[config.mk]
export PLATFORM = sky130hd
export DESIGN_NAME = multicycle_sequencer
export DESIGN_NICKNAME = d
export VERILOG_FILES = /design/src/rtl/multicycle_sequencer.sv
export SDC_FILE = /design/constraint.sdc
export NUM_CORES = 1
export LEC_CHECK = 0
export CELL_PAD_IN_SITES_DETAIL_PLACEMENT = 0
export CELL_PAD_IN_SITES_GLOBAL_PLACEMENT = 1
export CORE_MARGIN = 5
export CORE_UTILIZATION = 34
export CTS_BUF_LIST = sky130_fd_sc_hd__clkbuf_4 sky130_fd_sc_hd__clkbuf_8
export CTS_CLUSTER_SIZE = 12
export DETAILED_ROUTE_END_ITERATION = 8
export PLACE_DENSITY_LB_ADDON = 0.12
export SETUP_SLACK_MARGIN = 0.5
export SLEW_MARGIN = 5
export SYNTH_ARGS = -nofsm -noshare
export SYNTH_HDL_FRONTEND = slang
export SYNTH_SLANG_ARGS = --single-unit
[constraint.sdc]
create_clock -name clk -period 4.3 [get_ports clk]
set_clock_uncertainty 0.1 [all_clocks]
set_input_delay 1.075 -clock clk [delete_from_list [all_inputs] [get_ports clk]]
set_output_delay 1.075 -clock clk [all_outputs]
set_load 0.01 [all_outputs]
[src/rtl/multicycle_sequencer.sv]
// ----------------------------------------------------------------------------
// multicycle_sequencer
//
// Multi-cycle control FSM for the RV32I core. Each instruction walks through
// FETCH -> DECODE -> EXEC -> (MEM) -> WB. The FSM runs the instruction and
// data memory request/ready handshakes. It also qualifies the decoder's
// combinational RegWr/MemWr so that architectural state changes exactly once
// per retired instruction.
//
// Optional feature (macro SEQ_PERF_CNT_EN):
//   When defined, adds the cycle_cnt / instret_cnt performance counters.
//   When undefined, those ports and their logic are absent.
//
// Parameters:
//   XLEN      instruction / IR / counter width (fixed at 32)
//   RESET_IR  IR value after reset (NOP = ADDI x0,x0,0)
//
// Ports:
//   clk          in   core clock, rising edge
//   rst_n        in   asynchronous active-low reset
//   run          in   1 = keep fetching, 0 = park in IDLE at a boundary
//   imem_req     out  instruction fetch request (held until imem_ready)
//   imem_ready   in   instr_in valid this cycle
//   instr_in     in   fetched instruction word
//   ir           out  latched instruction register (feeds the decoder)
//   regwr_dec    in   decoder RegWr for the current ir
//   memwr_dec    in   decoder MemWr for the current ir
//   dmem_req     out  data memory request (only in MEM)
//   dmem_we      out  data memory write enable (MEM and memwr_dec)
//   dmem_ready   in   data access complete / load data valid
//   rf_we        out  qualified register-file write strobe (WB and regwr_dec)
//   pc_we        out  one-cycle PC update strobe in WB
//   ir_we        out  IR load strobe (FETCH and imem_ready)
//   halted       out  sticky: ECALL/EBREAK or illegal opcode reached
//   illegal      out  sticky: halt cause was an illegal opcode
//   state        out  current FSM state (debug)
//   cycle_cnt    out  [SEQ_PERF_CNT_EN] active (non-IDLE/HALT) cycles
//   instret_cnt  out  [SEQ_PERF_CNT_EN] retired instructions
// ----------------------------------------------------------------------------
module multicycle_sequencer #(
    parameter int               XLEN     = 32,
    parameter logic [XLEN-1:0]  RESET_IR = 32'h00000013
) (
    input  logic            clk,
    input  logic            rst_n,
    input  logic            run,
    output logic            imem_req,
    input  logic            imem_ready,
    input  logic [XLEN-1:0] instr_in,
    output logic [XLEN-1:0] ir,
    input  logic            regwr_dec,
    input  logic            memwr_dec,
    output logic            dmem_req,
    output logic            dmem_we,
    input  logic            dmem_ready,
    output logic            rf_we,
    output logic            pc_we,
    output logic            ir_we,
    output logic            halted,
    output logic            illegal,
`ifdef SEQ_PERF_CNT_EN
    output logic [XLEN-1:0] cycle_cnt,
    output logic [XLEN-1:0] instret_cnt,
`endif
    output logic [2:0]      state
);

    typedef enum logic [2:0] {
        S_IDLE   = 3'd0,
        S_FETCH  = 3'd1,
        S_DECODE = 3'd2,
        S_EXEC   = 3'd3,
        S_MEM    = 3'd4,
        S_WB     = 3'd5,
        S_HALT   = 3'd6,
        S_UNUSED = 3'd7
    } state_t;

    // RV32I base opcodes recognised by the classifier
    localparam logic [6:0] OP_LUI    = 7'b0110111;
    localparam logic [6:0] OP_AUIPC  = 7'b0010111;
    localparam logic [6:0] OP_REG    = 7'b0110011;
    localparam logic [6:0] OP_IMM    = 7'b0010011;
    localparam logic [6:0] OP_JAL    = 7'b1101111;
    localparam logic [6:0] OP_JALR   = 7'b1100111;
    localparam logic [6:0] OP_BRANCH = 7'b1100011;
    localparam logic [6:0] OP_LOAD   = 7'b0000011;
    localparam logic [6:0] OP_STORE  = 7'b0100011;
    localparam logic [6:0] OP_FENCE  = 7'b0001111;
    localparam logic [6:0] OP_SYSTEM = 7'b1110011;

    state_t          r_state;
    logic [XLEN-1:0] r_ir;
    logic            r_halted;
    logic            r_illegal;

    // One-hot phase flags, registered from the next state so the Moore
    // strobes come straight from flops and drop with the async reset.
    logic            r_fetch;
    logic            r_mem;
    logic            r_wb;

    state_t          w_next_state;
    logic [6:0]      w_opcode;
    logic            w_is_legal;
    logic            w_is_system;
    logic            w_is_mem;
    logic            w_ir_load;
    logic            w_set_halt;
    logic            w_set_illegal;

    // ------------------------------------------------------------------
    // Opcode classification of the latched instruction
    // ------------------------------------------------------------------
    always_comb begin
        w_opcode    = r_ir[6:0];
        w_is_legal  = 1'b0;
        w_is_system = 1'b0;
        w_is_mem    = 1'b0;
        case (w_opcode)
            OP_LUI, OP_AUIPC, OP_REG, OP_IMM,
            OP_JAL, OP_JALR, OP_BRANCH, OP_FENCE: begin
                w_is_legal = 1'b1;
            end
            OP_LOAD, OP_STORE: begin
                w_is_legal = 1'b1;
                w_is_mem   = 1'b1;
            end
            OP_SYSTEM: begin
                w_is_legal  = 1'b1;
                w_is_system = 1'b1;
            end
            default: begin
                w_is_legal = 1'b0;
            end
        endcase
    end

    // IR capture happens only in the FETCH ready cycle; a stray imem_ready
    // in any other state is ignored.
    assign w_ir_load = (r_state == S_FETCH) && imem_ready;

    // ------------------------------------------------------------------
    // Next-state logic
    // ------------------------------------------------------------------
    always_comb begin
        w_next_state  = r_state;
        w_set_halt    = 1'b0;
        w_set_illegal = 1'b0;
        case (r_state)
            S_IDLE: begin
                if (run) begin
                    w_next_state = S_FETCH;
                end
            end
            S_FETCH: begin
                // run is not consulted here: a started fetch always completes
                if (imem_ready) begin
                    w_next_state = S_DECODE;
                end
            end
            S_DECODE: begin
                if (!w_is_legal) begin
                    w_next_state  = S_HALT;
                    w_set_halt    = 1'b1;
                    w_set_illegal = 1'b1;
                end else if (w_is_system) begin
                    w_next_state = S_HALT;
                    w_set_halt   = 1'b1;
                end else begin
                    w_next_state = S_EXEC;
                end
            end
            S_EXEC: begin
                w_next_state = w_is_mem ? S_MEM : S_WB;
            end
            S_MEM: begin
                if (dmem_ready) begin
                    w_next_state = S_WB;
                end
            end
            S_WB: begin
                // the only place where run=0 can park the core
                w_next_state = run ? S_FETCH : S_IDLE;
            end
            S_HALT: begin
                w_next_state = S_HALT;
            end
            default: begin
                // unused encoding falls back to IDLE
                w_next_state = S_IDLE;
            end
        endcase
    end

    // ------------------------------------------------------------------
    // State, IR, sticky flags and phase flags
    // ------------------------------------------------------------------
    always_ff @(posedge clk or negedge rst_n) begin
        if (!rst_n) begin
            r_state   <= S_IDLE;
            r_ir      <= RESET_IR;
            r_halted  <= 1'b0;
            r_illegal <= 1'b0;
            r_fetch   <= 1'b0;
            r_mem     <= 1'b0;
            r_wb      <= 1'b0;
        end else begin
            r_state <= w_next_state;
            if (w_ir_load) begin
                r_ir <= instr_in;
            end
            if (w_set_halt) begin
                r_halted <= 1'b1;
            end
            if (w_set_illegal) begin
                r_illegal <= 1'b1;
            end
            r_fetch <= (w_next_state == S_FETCH);
            r_mem   <= (w_next_state == S_MEM);
            r_wb    <= (w_next_state == S_WB);
        end
    end

`ifdef SEQ_PERF_CNT_EN
    logic [XLEN-1:0] r_cycle_cnt;
    logic [XLEN-1:0] r_instret_cnt;

    // Free-running counters; natural wrap at 2^XLEN
    always_ff @(posedge clk or negedge rst_n) begin
        if (!rst_n) begin
            r_cycle_cnt   <= '0;
            r_instret_cnt <= '0;
        end else begin
            if ((r_state != S_IDLE) && (r_state != S_HALT)) begin
                r_cycle_cnt <= r_cycle_cnt + 1'b1;
            end
            if (r_state == S_WB) begin
                r_instret_cnt <= r_instret_cnt + 1'b1;
            end
        end
    end

    assign cycle_cnt   = r_cycle_cnt;
    assign instret_cnt = r_instret_cnt;
`endif

    // ------------------------------------------------------------------
    // Outputs. dmem_we / rf_we gate the decoder strobes with the phase
    // so stores and register writes happen only once per instruction.
    // ------------------------------------------------------------------
    assign imem_req = r_fetch;
    assign ir_we    = r_fetch & imem_ready;
    assign dmem_req = r_mem;
    assign dmem_we  = r_mem & memwr_dec;
    assign rf_we    = r_wb & regwr_dec;
    assign pc_we    = r_wb;
    assign ir       = r_ir;
    assign halted   = r_halted;
    assign illegal  = r_illegal;
    assign state    = r_state;

endmodule

==> flow_metrics.py <==
metrics = {
    "outcome": {
        "status": "complete, no violations",
    },
    "synth": {
        "syn_nets": 153,
        "synthesis.area_sq_um": 1670,
        "syn_inst": 114,
        "syn_avg_cell_area_sq_um": 14.6,
        "synth-async-reset-ratio_pct": 100,
        "yosysWarnings": 0,
        "ys.flop_type": "dfrtp_1",
        "synth_edf_count": 0,
        "ys_seq_area_share_pct": 60.3,
        "synth-seq-cells": 40,
        "ys_types": 32,
    },
    "power_and_ir_drop": {
        "peakVddDrop_mv": 0.316,
        "power.density_nw_per_um2": 718,
        "p_total_mw": 1.89,
        "leakagePower_nw": 1.06,
    },
    "critical_path": {
        "crit_family": "buffers and inverters",
        "path_cells": "clkdlybuf4s50_1, and2_1, clkdlybuf4s50_1",
        "worst_path_most_repeated_cell": "clkdlybuf4s50_1",
        "worstRegToRegCells": 4,
        "crit_path_top_delay_cell": "clkdlybuf4s50_1",
        "path_max_fanout": 3,
        "r2r_start": "ir[0]",
        "r2r-end": "dmem_req",
        "crit_path_max_incr_delay_ns": 0.53,
        "cp-end-kind": "output pin",
        "critPathArrivalTime_ns": 2.25,
        "reg2reg_slack_ns": 2.46,
        "cp.depth": 3,
        "worst-path-buf-inv": 2,
        "required_ns": 3.12,
        "crit_type": "in2out",
        "start_kind": "input port",
    },
    "clocking": {
        "cts_setup_buffers": 0,
        "tritoncts": "built",
        "cts-resized-gates": 0,
        "numCtsBuffers": 5,
        "numClockSinks": 40,
        "path_clk_slew_ns": 0.07,
        "htree_num_levels": 2,
        "clockBufferDepth": 2,
        "ctsHoldBuffers": 0,
        "cts_root_buf": "clkbuf_8",
        "clk_latency_ns": 0.28,
    },
    "global_routing": {
        "gr-total-overflow": 0,
        "grt_pass1_vias": 1355,
        "use_met2_pct": 23.7,
        "top_usage_layer": "met2",
        "grt_max_degree": 41,
        "use_met3_pct": 5.87,
        "track_usage_pct": 13.5,
        "antenna_found_initial": 0,
        "grt_use_met1_pct": 14.3,
        "grt_pass1_wl_microns": 6600,
    },
    "timing": {
        "rsz0062_at_grt": "false",
        "timing.fmax_ghz": 0.292,
        "final_hold_viol_count": 0,
        "fin_setup_tns_ns": 0,
        "fin_crit_ns": 3.42,
        "fin_crit_sh_pct": 79.6,
        "slew_viol_final": 0,
        "tightestPinTransition_ns": 0.873,
        "finalSetupViolCount": 0,
        "relSlewSlack_pct": 41.8,
    },
    "place": {
        "dp.cells": 260,
        "gp_congestion": 0.699,
        "dp_hpwl_microns": 3120,
        "portBuffers": 81,
    },
    "drt": {
        "wl_per_cell_microns": 15.0,
        "antenna_left": 0,
        "dr.pass1.iters": 5,
        "drt_wl_total_microns": 4020,
        "remaining_drc_errors": 0,
        "drtIter0Drc": 53,
        "vias_per_cell": 4.68,
        "via_count": 1254,
    },
    "job": {
        "drv_cap": 0,
    },
    "min_path": {
        "hp-start": "halted",
        "holdPathStages": 1,
        "whs_endpoint": "halted",
        "min_path_type": "reg2reg",
    },
    "finish": {
        "drive_gt1_share_pct": 23.9,
        "instances_no_fill": 268,
        "syn_to_final_growth_pct": 57.9,
        "nets": 239,
        "fillCellCount": 417,
        "diodes": 0,
    },
    "die": {
        "die_height_microns": 80.0,
        "dieArea_sq_um": 6400,
        "chipWidth_microns": 80.0,
        "core_area_sq_um": 4750,
        "num_rows": 25,
        "initial_core_util_pct": 35.1,
        "ioPinCount": 82,
    },
}
synthesized netlist by cell type, types with 2 or more instances:
cell type,n,share of area (%)
a31o_2,2,1.1
mux2_2,30,20
buf_6,3,2.0
mux2_1,2,1.4
a21o_1,2,0.90
a31oi_1,2,0.75
dfrtp_1,37,56
nor2_1,4,0.90
dfstp_2,3,4.7
nand2_1,3,0.68
o211ai_1,3,1.4
and2_1,3,1.1
layout make-up:
cell class              count  area, sq um  share of cell area (%)
clock buffers               8         97.6                    3.71
repair buffers             83          821                    31.2
well taps                  67         83.8                    3.19
flip-flops and latches     40         1000                    38.2
inverters                   2         7.51                   0.285
multi-input cells          68          617                    23.4
worst max-delay path by stage:
stage	from	endpoint	slack, ns
2_1_floorplan	memwr_dec	dmem_we	1.90
3_3_place_gp	imem_ready	ir_we	0.90
3_5_place_dp	imem_ready	ir_we	0.86
4_1_cts	imem_ready	ir_we	0.86
5_1_grt	imem_ready	ir_we	0.82
6_report	imem_ready	ir_we	0.88
flip-flops by register name (all words and copies together) (netlist names):
name,flops
dmem_req,1
halted,1
illegal,1
imem_req,1
ir,32
pc_we,1
state,3
kinds of logic after synthesis:
logic type,after synthesis,synth area share [%]
AND/OR/NAND/NOR,21,8.48
flip-flops,40,60.3
buffers and inverters,6,2.70
multiplexers,33,22.2
AO/OA/AOI/OAI,14,6.31
placed cells by master, fill, tap and decap left out, types with 2 or more instances in the layout:
| master | instances |
|---|---|
| dfstp_2 | 3 |
| clkbuf_8 | 6 |
| o211ai_1 | 3 |
| a31o_2 | 2 |
| clkdlybuf4s50_1 | 80 |
| dfrtp_1 | 37 |
| mux2_2 | 30 |
| nand2_1 | 3 |
| nor2_1 | 4 |
| mux2_1 | 2 |
| a31oi_1 | 2 |
| and2_1 | 3 |
| buf_4 | 2 |
| a21o_1 | 2 |
| clkbuf_4 | 2 |
through the flow:
| step | util (%) | cell area (sq um) | hold slack (ns) | setup WS, ns |
|---|---|---|---|---|
| floorplan | - | 1670 | 0.393 | 1.90 |
| global placement | 53.3 | 2530 | 0.340 | 0.900 |
| detailed placement | 53.3 | 2530 | 0.344 | 0.865 |
| CTS | 55.3 | 2630 | 0.361 | 0.860 |
| global route | 55.3 | 2630 | 0.381 | 0.818 |
| finish | 55.3 | 2630 | 0.357 | 0.876 |
metal layers:
layer | routed length (microns) | vias to the layer above
li1 | - | 581
met1 | 1510 | 619
met2 | 2060 | 48
met3 | 403 | 6
met4 | 53 | 0
met5 | 0 | -
report_power, final:
group / switching, mW / total, mW / internal [mW]
registers: 0.157 / 0.733 / 0.576
logic: 0.322 / 0.893 / 0.571
clock network: 0.119 / 0.263 / 0.143
Note: power is estimated with default switching activity, not from simulation.
